--- src/rtl/cpu_phase_pkg.sv ---
// Shared definitions for the multicycle core: phase codes from the
// sequencer, datapath width, and the default halt encoding.
package cpu_phase_pkg;

    localparam int unsigned XLEN = 16;

    typedef enum logic [1:0] {
        PH_ILLEGAL = 2'b00,
        PH_FETCH   = 2'b01,
        PH_DECODE  = 2'b10,
        PH_EXEC    = 2'b11
    } phase_e;

    localparam logic [XLEN-1:0] HALT_WORD_DEFAULT = 16'hFFFF;

    // Instructions are halfword aligned; clear bit 0 of any redirect target.
    function automatic logic [XLEN-1:0] align_hw(input logic [XLEN-1:0] addr);
        return addr & ~XLEN'(1);
    endfunction

endpackage

--- src/rtl/fetch_stage_pc_next_calc.sv ---
// Next-PC selection: hold on halt, redirect on taken branch, else step.
module pc_next_calc
    import cpu_phase_pkg::*;
#(
    parameter int unsigned PC_STEP = 2
) (
    input  logic [XLEN-1:0] pc,
    input  logic            hold,
    input  logic            branch_taken,
    input  logic [XLEN-1:0] branch_target,
    output logic [XLEN-1:0] next_pc
);

    // Priority: halt hold beats branch, branch beats sequential step.
    always_comb begin
        next_pc = pc + XLEN'(PC_STEP);
        if (hold) begin
            next_pc = pc;
        end else if (branch_taken) begin
            next_pc = align_hw(branch_target);
        end
    end

endmodule

--- src/rtl/fetch_stage.sv ---
// Instruction fetch / PC unit driven by the 3-phase sequencer.
module fetch_stage
    import cpu_phase_pkg::*;
#(
    parameter logic [15:0] RESET_PC  = 16'h0000,
    parameter int unsigned PC_STEP   = 2,
    parameter logic [15:0] HALT_WORD = HALT_WORD_DEFAULT
) (
    input  logic        clk,
    input  logic        rst,
    input  logic [1:0]  phase,
    input  logic [15:0] imem_rdata,
    input  logic        branch_taken,
    input  logic [15:0] branch_target,
    output logic        imem_req,
    output logic [15:0] imem_addr,
    output logic [15:0] ir,
    output logic        ir_valid,
    output logic [15:0] pc,
    output logic        retire,
    output logic [15:0] instr_count,
    output logic        halted,
    output logic        phase_err
);

    phase_e          ph;
    logic            fetch_pending;
    logic            is_halt;
    logic [XLEN-1:0] next_pc;

    assign ph        = phase_e'(phase);
    assign is_halt   = (ir == HALT_WORD);
    assign imem_addr = pc;
    assign imem_req  = (ph == PH_FETCH) && !halted && !rst;

    pc_next_calc #(
        .PC_STEP(PC_STEP)
    ) u_pc_next (
        .pc            (pc),
        .hold          (is_halt),
        .branch_taken  (branch_taken),
        .branch_target (branch_target),
        .next_pc       (next_pc)
    );

    // Per-phase state update; retire defaults low so it pulses for one cycle.
    always_ff @(posedge clk or posedge rst) begin
        if (rst) begin
            pc            <= RESET_PC;
            ir            <= '0;
            ir_valid      <= 1'b0;
            fetch_pending <= 1'b0;
            retire        <= 1'b0;
            instr_count   <= '0;
            halted        <= 1'b0;
            phase_err     <= 1'b0;
        end else begin
            retire <= 1'b0;
            case (ph)
                PH_FETCH: begin
                    if (!halted) begin
                        fetch_pending <= 1'b1;
                    end
                end
                PH_DECODE: begin
                    if (fetch_pending) begin
                        ir            <= imem_rdata;
                        ir_valid      <= 1'b1;
                        fetch_pending <= 1'b0;
                    end else if (!halted) begin
                        phase_err <= 1'b1;
                    end
                end
                PH_EXEC: begin
                    if (ir_valid) begin
                        pc          <= next_pc;
                        halted      <= halted | is_halt;
                        ir_valid    <= 1'b0;
                        retire      <= 1'b1;
                        instr_count <= instr_count + 16'd1;
                    end else if (!halted) begin
                        phase_err <= 1'b1;
                    end
                end
                default: begin
                    phase_err <= 1'b1;
                end
            endcase
        end
    end

endmodule

--- config.mk ---
export PLATFORM = sky130hd
export DESIGN_NAME = fetch_stage
export DESIGN_NICKNAME = d
export VERILOG_FILES = /design/src/rtl/cpu_phase_pkg.sv /design/src/rtl/fetch_stage_pc_next_calc.sv /design/src/rtl/fetch_stage.sv
export SDC_FILE = /design/constraint.sdc
export NUM_CORES = 1
export LEC_CHECK = 0
export CORE_UTILIZATION = 45
export DETAILED_ROUTE_END_ITERATION = 10
export GPL_TIMING_DRIVEN = 0
export HOLD_SLACK_MARGIN = 0.08
export PLACE_DENSITY = 0.88
export SLEW_MARGIN = 40
export SYNTH_ARGS = -nofsm -noshare
export SYNTH_HDL_FRONTEND = slang
export SYNTH_HIERARCHICAL = 1
export SYNTH_SLANG_ARGS = --single-unit
--- constraint.sdc ---
create_clock -name clk -period 2.65 [get_ports clk]
set_clock_uncertainty 0.15 [all_clocks]
set_input_delay 0.53 -clock clk [delete_from_list [all_inputs] [get_ports clk]]
set_output_delay 0.53 -clock clk [all_outputs]
set_load 0.02 [all_outputs]
==> run_summary.xml <==
<?xml version="1.0" encoding="UTF-8"?>
<metrics>
  <group name="detailed_routing">
    <metric name="finalWirelength" unit="um">7080</metric>
    <metric name="drt_first_pass_iters" unit="">4</metric>
    <metric name="initialDrtViolationCount" unit="">161</metric>
    <metric name="dr_wl_met3" unit="um">450</metric>
    <metric name="average_detailed_routed_wire_length_per_instance" unit="um">14.6</metric>
    <metric name="met2RoutedLength" unit="um">3470</metric>
    <metric name="highest-signal-layer" unit="">met4</metric>
    <metric name="drt_drc_violations_left" unit="">0</metric>
    <metric name="via_per_inst" unit="">5.24</metric>
    <metric name="drt.antenna.violating_nets" unit="">0</metric>
    <metric name="num_vias" unit="">2546</metric>
    <metric name="route.layer.met1.wl" unit="um">3110</metric>
  </group>
  <group name="worst_setup_path">
    <metric name="timing.reg2reg.setup_slack" unit="ns">0.40</metric>
    <metric name="worstSetupStartpoint" unit="">phase[0]</metric>
    <metric name="cp-end-kind" unit="">output port</metric>
    <metric name="critical_path_class" unit="">in2out</metric>
    <metric name="crit_end" unit="">imem_req</metric>
    <metric name="cp.required" unit="ns">1.97</metric>
    <metric name="regToRegStartpoint" unit="">ir[13]$_DFFE_PP0P_</metric>
    <metric name="worst_ep_arrival_time" unit="ns">1.72</metric>
    <metric name="r2r-end" unit="">imem_addr[13]$_DFFE_PP0P_</metric>
    <metric name="crit_fanout" unit="">7</metric>
    <metric name="reg2reg_depth" unit="">8</metric>
    <metric name="critical_path.startpoint_type" unit="">input port</metric>
  </group>
  <group name="timing">
    <metric name="hold_ws" unit="ns">0.350</metric>
    <metric name="finalMaxSlewViolations" unit="">0</metric>
    <metric name="relSlewSlack" unit="%">65.6</metric>
    <metric name="final-hold-violation-count" unit="">0</metric>
    <metric name="total_negative_setup_slack" unit="ns">0</metric>
    <metric name="setup_ws" unit="ns">0.255</metric>
    <metric name="timing.final.setup_violations" unit="">0</metric>
    <metric name="worst_pin_slew" unit="ns">0.513</metric>
    <metric name="period_minus_slack" unit="ns">2.40</metric>
    <metric name="share_of_the_cycle_needed_by_the_critical_path_after_routing" unit="%">90.4</metric>
    <metric name="max_clock_freq" unit="MHz">418</metric>
    <metric name="grt_setup_unrepaired" unit="">false</metric>
  </group>
  <group name="pwr">
    <metric name="power.static_leakage" unit="uW">0.00184</metric>
    <metric name="p_sw_share" unit="%">35.9</metric>
    <metric name="combPwrFrac" unit="%">41.9</metric>
    <metric name="p_seq_share" unit="%">39.7</metric>
    <metric name="p_int" unit="uW">1960</metric>
    <metric name="total_power" unit="uW">3050</metric>
    <metric name="share_clk_of_total_power" unit="%">18.4</metric>
    <metric name="power.ir.vdd_worst" unit="V">0.000489</metric>
    <metric name="power_density" unit="nW/um2">742</metric>
    <metric name="switching_power" unit="uW">1090</metric>
  </group>
  <group name="floorplanning">
    <metric name="number_of_standard_cell_rows_in_the_floorplan" unit="">28</metric>
    <metric name="core_region_area" unit="um2">5990</metric>
    <metric name="ioPinCount" unit="">106</metric>
    <metric name="die_x_extent" unit="um">81.4</metric>
    <metric name="die_height" unit="um">81.4</metric>
    <metric name="initial_core_util" unit="%">47.4</metric>
    <metric name="fp.dieArea" unit="um2">6630</metric>
  </group>
  <group name="synth">
    <metric name="synth-main-ff-cell" unit="">sky130_fd_sc_hd__dfrtp_1</metric>
    <metric name="async_flop_share" unit="%">100</metric>
    <metric name="synth_area_leaders" unit="">sky130_fd_sc_hd__dfrtp_1 (47%), sky130_fd_sc_hd__nand2_1 (9.1%), sky130_fd_sc_hd__mux2_2 (6.3%)</metric>
    <metric name="synthDistinctLibCells" unit="">44</metric>
    <metric name="synth.yosys.seq_area_share" unit="%">46.7</metric>
    <metric name="yosys_register_bits" unit="">53</metric>
    <metric name="post_synth.cell_area_avg" unit="um2">9.49</metric>
    <metric name="combined_area_of_all_synthesized_cells" unit="um2">2840</metric>
    <metric name="synthesis.instances" unit="">299</metric>
    <metric name="post-synth-top-area-cell" unit="">sky130_fd_sc_hd__dfrtp_1</metric>
    <metric name="synthesis.yosys.warnings" unit="">6</metric>
    <metric name="synth_top_area_share" unit="%">46.7</metric>
    <metric name="number_of_nets_in_the_synthesized_netlist" unit="">338</metric>
    <metric name="synth_edf_count" unit="">0</metric>
  </group>
  <group name="placed_design">
    <metric name="routability_cong" unit="">0.886</metric>
    <metric name="placement.setup.worst_slack" unit="ns">-0.290</metric>
    <metric name="dp.final_hpwl" unit="um">5200</metric>
    <metric name="placement.io_buffers" unit="">103</metric>
  </group>
  <group name="cts">
    <metric name="ctsLongestPathBuffers" unit="">2</metric>
    <metric name="cts_tree" unit="">done</metric>
    <metric name="cts-resized-gates" unit="">2</metric>
    <metric name="post_cts.repair.setup_buffers" unit="">0</metric>
    <metric name="htreeDepth" unit="">2</metric>
    <metric name="clock_sinks" unit="">53</metric>
    <metric name="cts_buffers" unit="">5</metric>
    <metric name="clkLatencyLatePin" unit="ns">0.30</metric>
    <metric name="holdBufCountCts" unit="">0</metric>
    <metric name="cts-root-buf" unit="">sky130_fd_sc_hd__clkbuf_8</metric>
    <metric name="clock_transition_at_path_regs" unit="ns">0.09</metric>
  </group>
  <group name="cells_and_area">
    <metric name="area_growth" unit="%">45.0</metric>
    <metric name="finalNetCount" unit="">449</metric>
    <metric name="post-route-util" unit="%">68.7</metric>
    <metric name="diodes" unit="">0</metric>
    <metric name="fill_cell_count" unit="">472</metric>
    <metric name="drive_gt1_share" unit="%">13.6</metric>
  </group>
  <group name="hold_path">
    <metric name="worst_hold_path_type" unit="">reg2reg</metric>
  </group>
  <group name="status">
    <metric name="run_status" unit="">finished clean</metric>
  </group>
  <group name="grt">
    <metric name="grt_antenna_before_repair" unit="">0</metric>
    <metric name="grt_util_all_layers" unit="%">22.4</metric>
    <metric name="global_route_wire_length_before_repair" unit="um">11400</metric>
    <metric name="grt_max_degree" unit="">31</metric>
    <metric name="first_global_vias" unit="">2380</metric>
    <metric name="grt.overflow.total" unit="">0</metric>
  </group>
  <group name="run">
    <metric name="cap_viol_max_count" unit="">0</metric>
  </group>
</metrics>
-- worst max-delay path, cell delays in order --
cell	delay [ns]
sky130_fd_sc_hd__dlygate4sd2_1	0.36
sky130_fd_sc_hd__or2b_1	0.29
sky130_fd_sc_hd__nor3_1	0.17
sky130_fd_sc_hd__dlygate4sd2_1	0.36
-- stage by stage --
step                      cell area (um2)  std cells
final                                4110        486
after global routing                 4110        486
after CTS                            4110        486
after detailed placement             3990        478
after global placement               3960        477
after floorplan                      2840        299
-- power by group through the flow --
stage                     Combinational [uW]  Sequential (uW)  Clock [uW]
after global placement                  1250             1210           0
after global routing                    1370             1240         615
after detailed placement                1290             1230           0
final                                   1280             1210         562
after floorplan                          502             1370           0
after CTS                               1290             1210         580
-- area by class of cell --
cell class                      instances  area, um2  share of cell area [%]
Multi-Input combinational cell        212       1330                    32.3
Sequential cell                        53       1330                    32.2
Timing Repair Buffer                  104       1050                    25.5
Buffer                                 26        169                    4.11
Tap cell                               75       93.8                    2.28
Clock buffer                            7       86.3                    2.10
Inverter                                8       32.5                   0.791
Clock inverter                          1       30.0                   0.730
-- worst min path at each step --
stage	cells after the start	endpoint	slack [ns]	start
3_3_place_gp	1	instr_count[15]$_DFFE_PP0P_	0.33	instr_count[15]$_DFFE_PP0P_
5_1_grt	2	ir_valid$_DFFE_PP0P_	0.34	phase[1]
2_1_floorplan	2	fetch_pending$_DFFE_PP0P_	0.38	fetch_pending$_DFFE_PP0P_
6_report	1	instr_count[15]$_DFFE_PP0P_	0.35	instr_count[15]$_DFFE_PP0P_
4_1_cts	2	ir_valid$_DFFE_PP0P_	0.34	phase[1]
3_5_place_dp	1	instr_count[14]$_DFFE_PP0P_	0.34	instr_count[14]$_DFFE_PP0P_
-- layout by cell type (no fill, tap or decap), drive strengths merged, types with 2 or more instances in the layout --
| master | count |
|---|---|
| a21oi | 10 |
| a22oi | 3 |
| a31oi | 2 |
| and3 | 5 |
| buf | 22 |
| clkbuf | 12 |
| clkdlybuf4s50 | 101 |
| dfrtp | 53 |
| dlygate4sd2 | 2 |
| ha | 2 |
| inv | 8 |
| mux2 | 16 |
| mux2i | 5 |
| nand2 | 69 |
| nand3 | 8 |
| nand3b | 2 |
| nand4 | 11 |
| nor2 | 14 |
| nor3 | 10 |
| nor4 | 6 |
| o21ai | 11 |
| o22ai | 6 |
| or2b | 2 |
| xnor2 | 8 |
| xor2 | 7 |
-- kinds of logic (layout without fill, tap and decap cells) --
logic type | count (synthesis) | after routing | share of synthesized area, %
xor+xnor | 15 | 15 | 4.63
compound gates | 42 | 42 | 9.39
simple gates | 132 | 132 | 23.2
mux | 21 | 21 | 8.11
buf+inv | 34 | 146 | 7.01
fa+ha+maj | 2 | 2 | 0.882
flops | 53 | 53 | 46.7
-- flip-flops by register name (all words and copies together) (netlist names) --
register	count
phase_err	1
retire	1
ir_valid	1
instr_count	16
imem_addr	16
fetch_pending	1
halted	1
ir	16
-- synth_stat cells (all sizes together), types with 2 or more instances --
cell,n
nor3,10
nand3b,2
inv,8
a31oi,2
xnor2,8
nand4,11
or2b,2
a21oi,10
nand3,8
o21ai,11
and3,5
a22oi,3
mux2,16
dfrtp,53
nor4,6
buf,21
mux2i,5
nand2,69
o22ai,6
nor2,14
xor2,7
ha,2
clkbuf,5
-- layer usage --
| metal | global-route usage (%) | vias to the layer above |
|---|---|---|
| li1 | - | 1244 |
| met1 | 29.2 | 1209 |
| met2 | 37.3 | 89 |
| met3 | 5.33 | 4 |
| met4 | 5.71 | 0 |
| met5 | 0 | - |
Note: power is estimated with default switching activity, not from simulation.
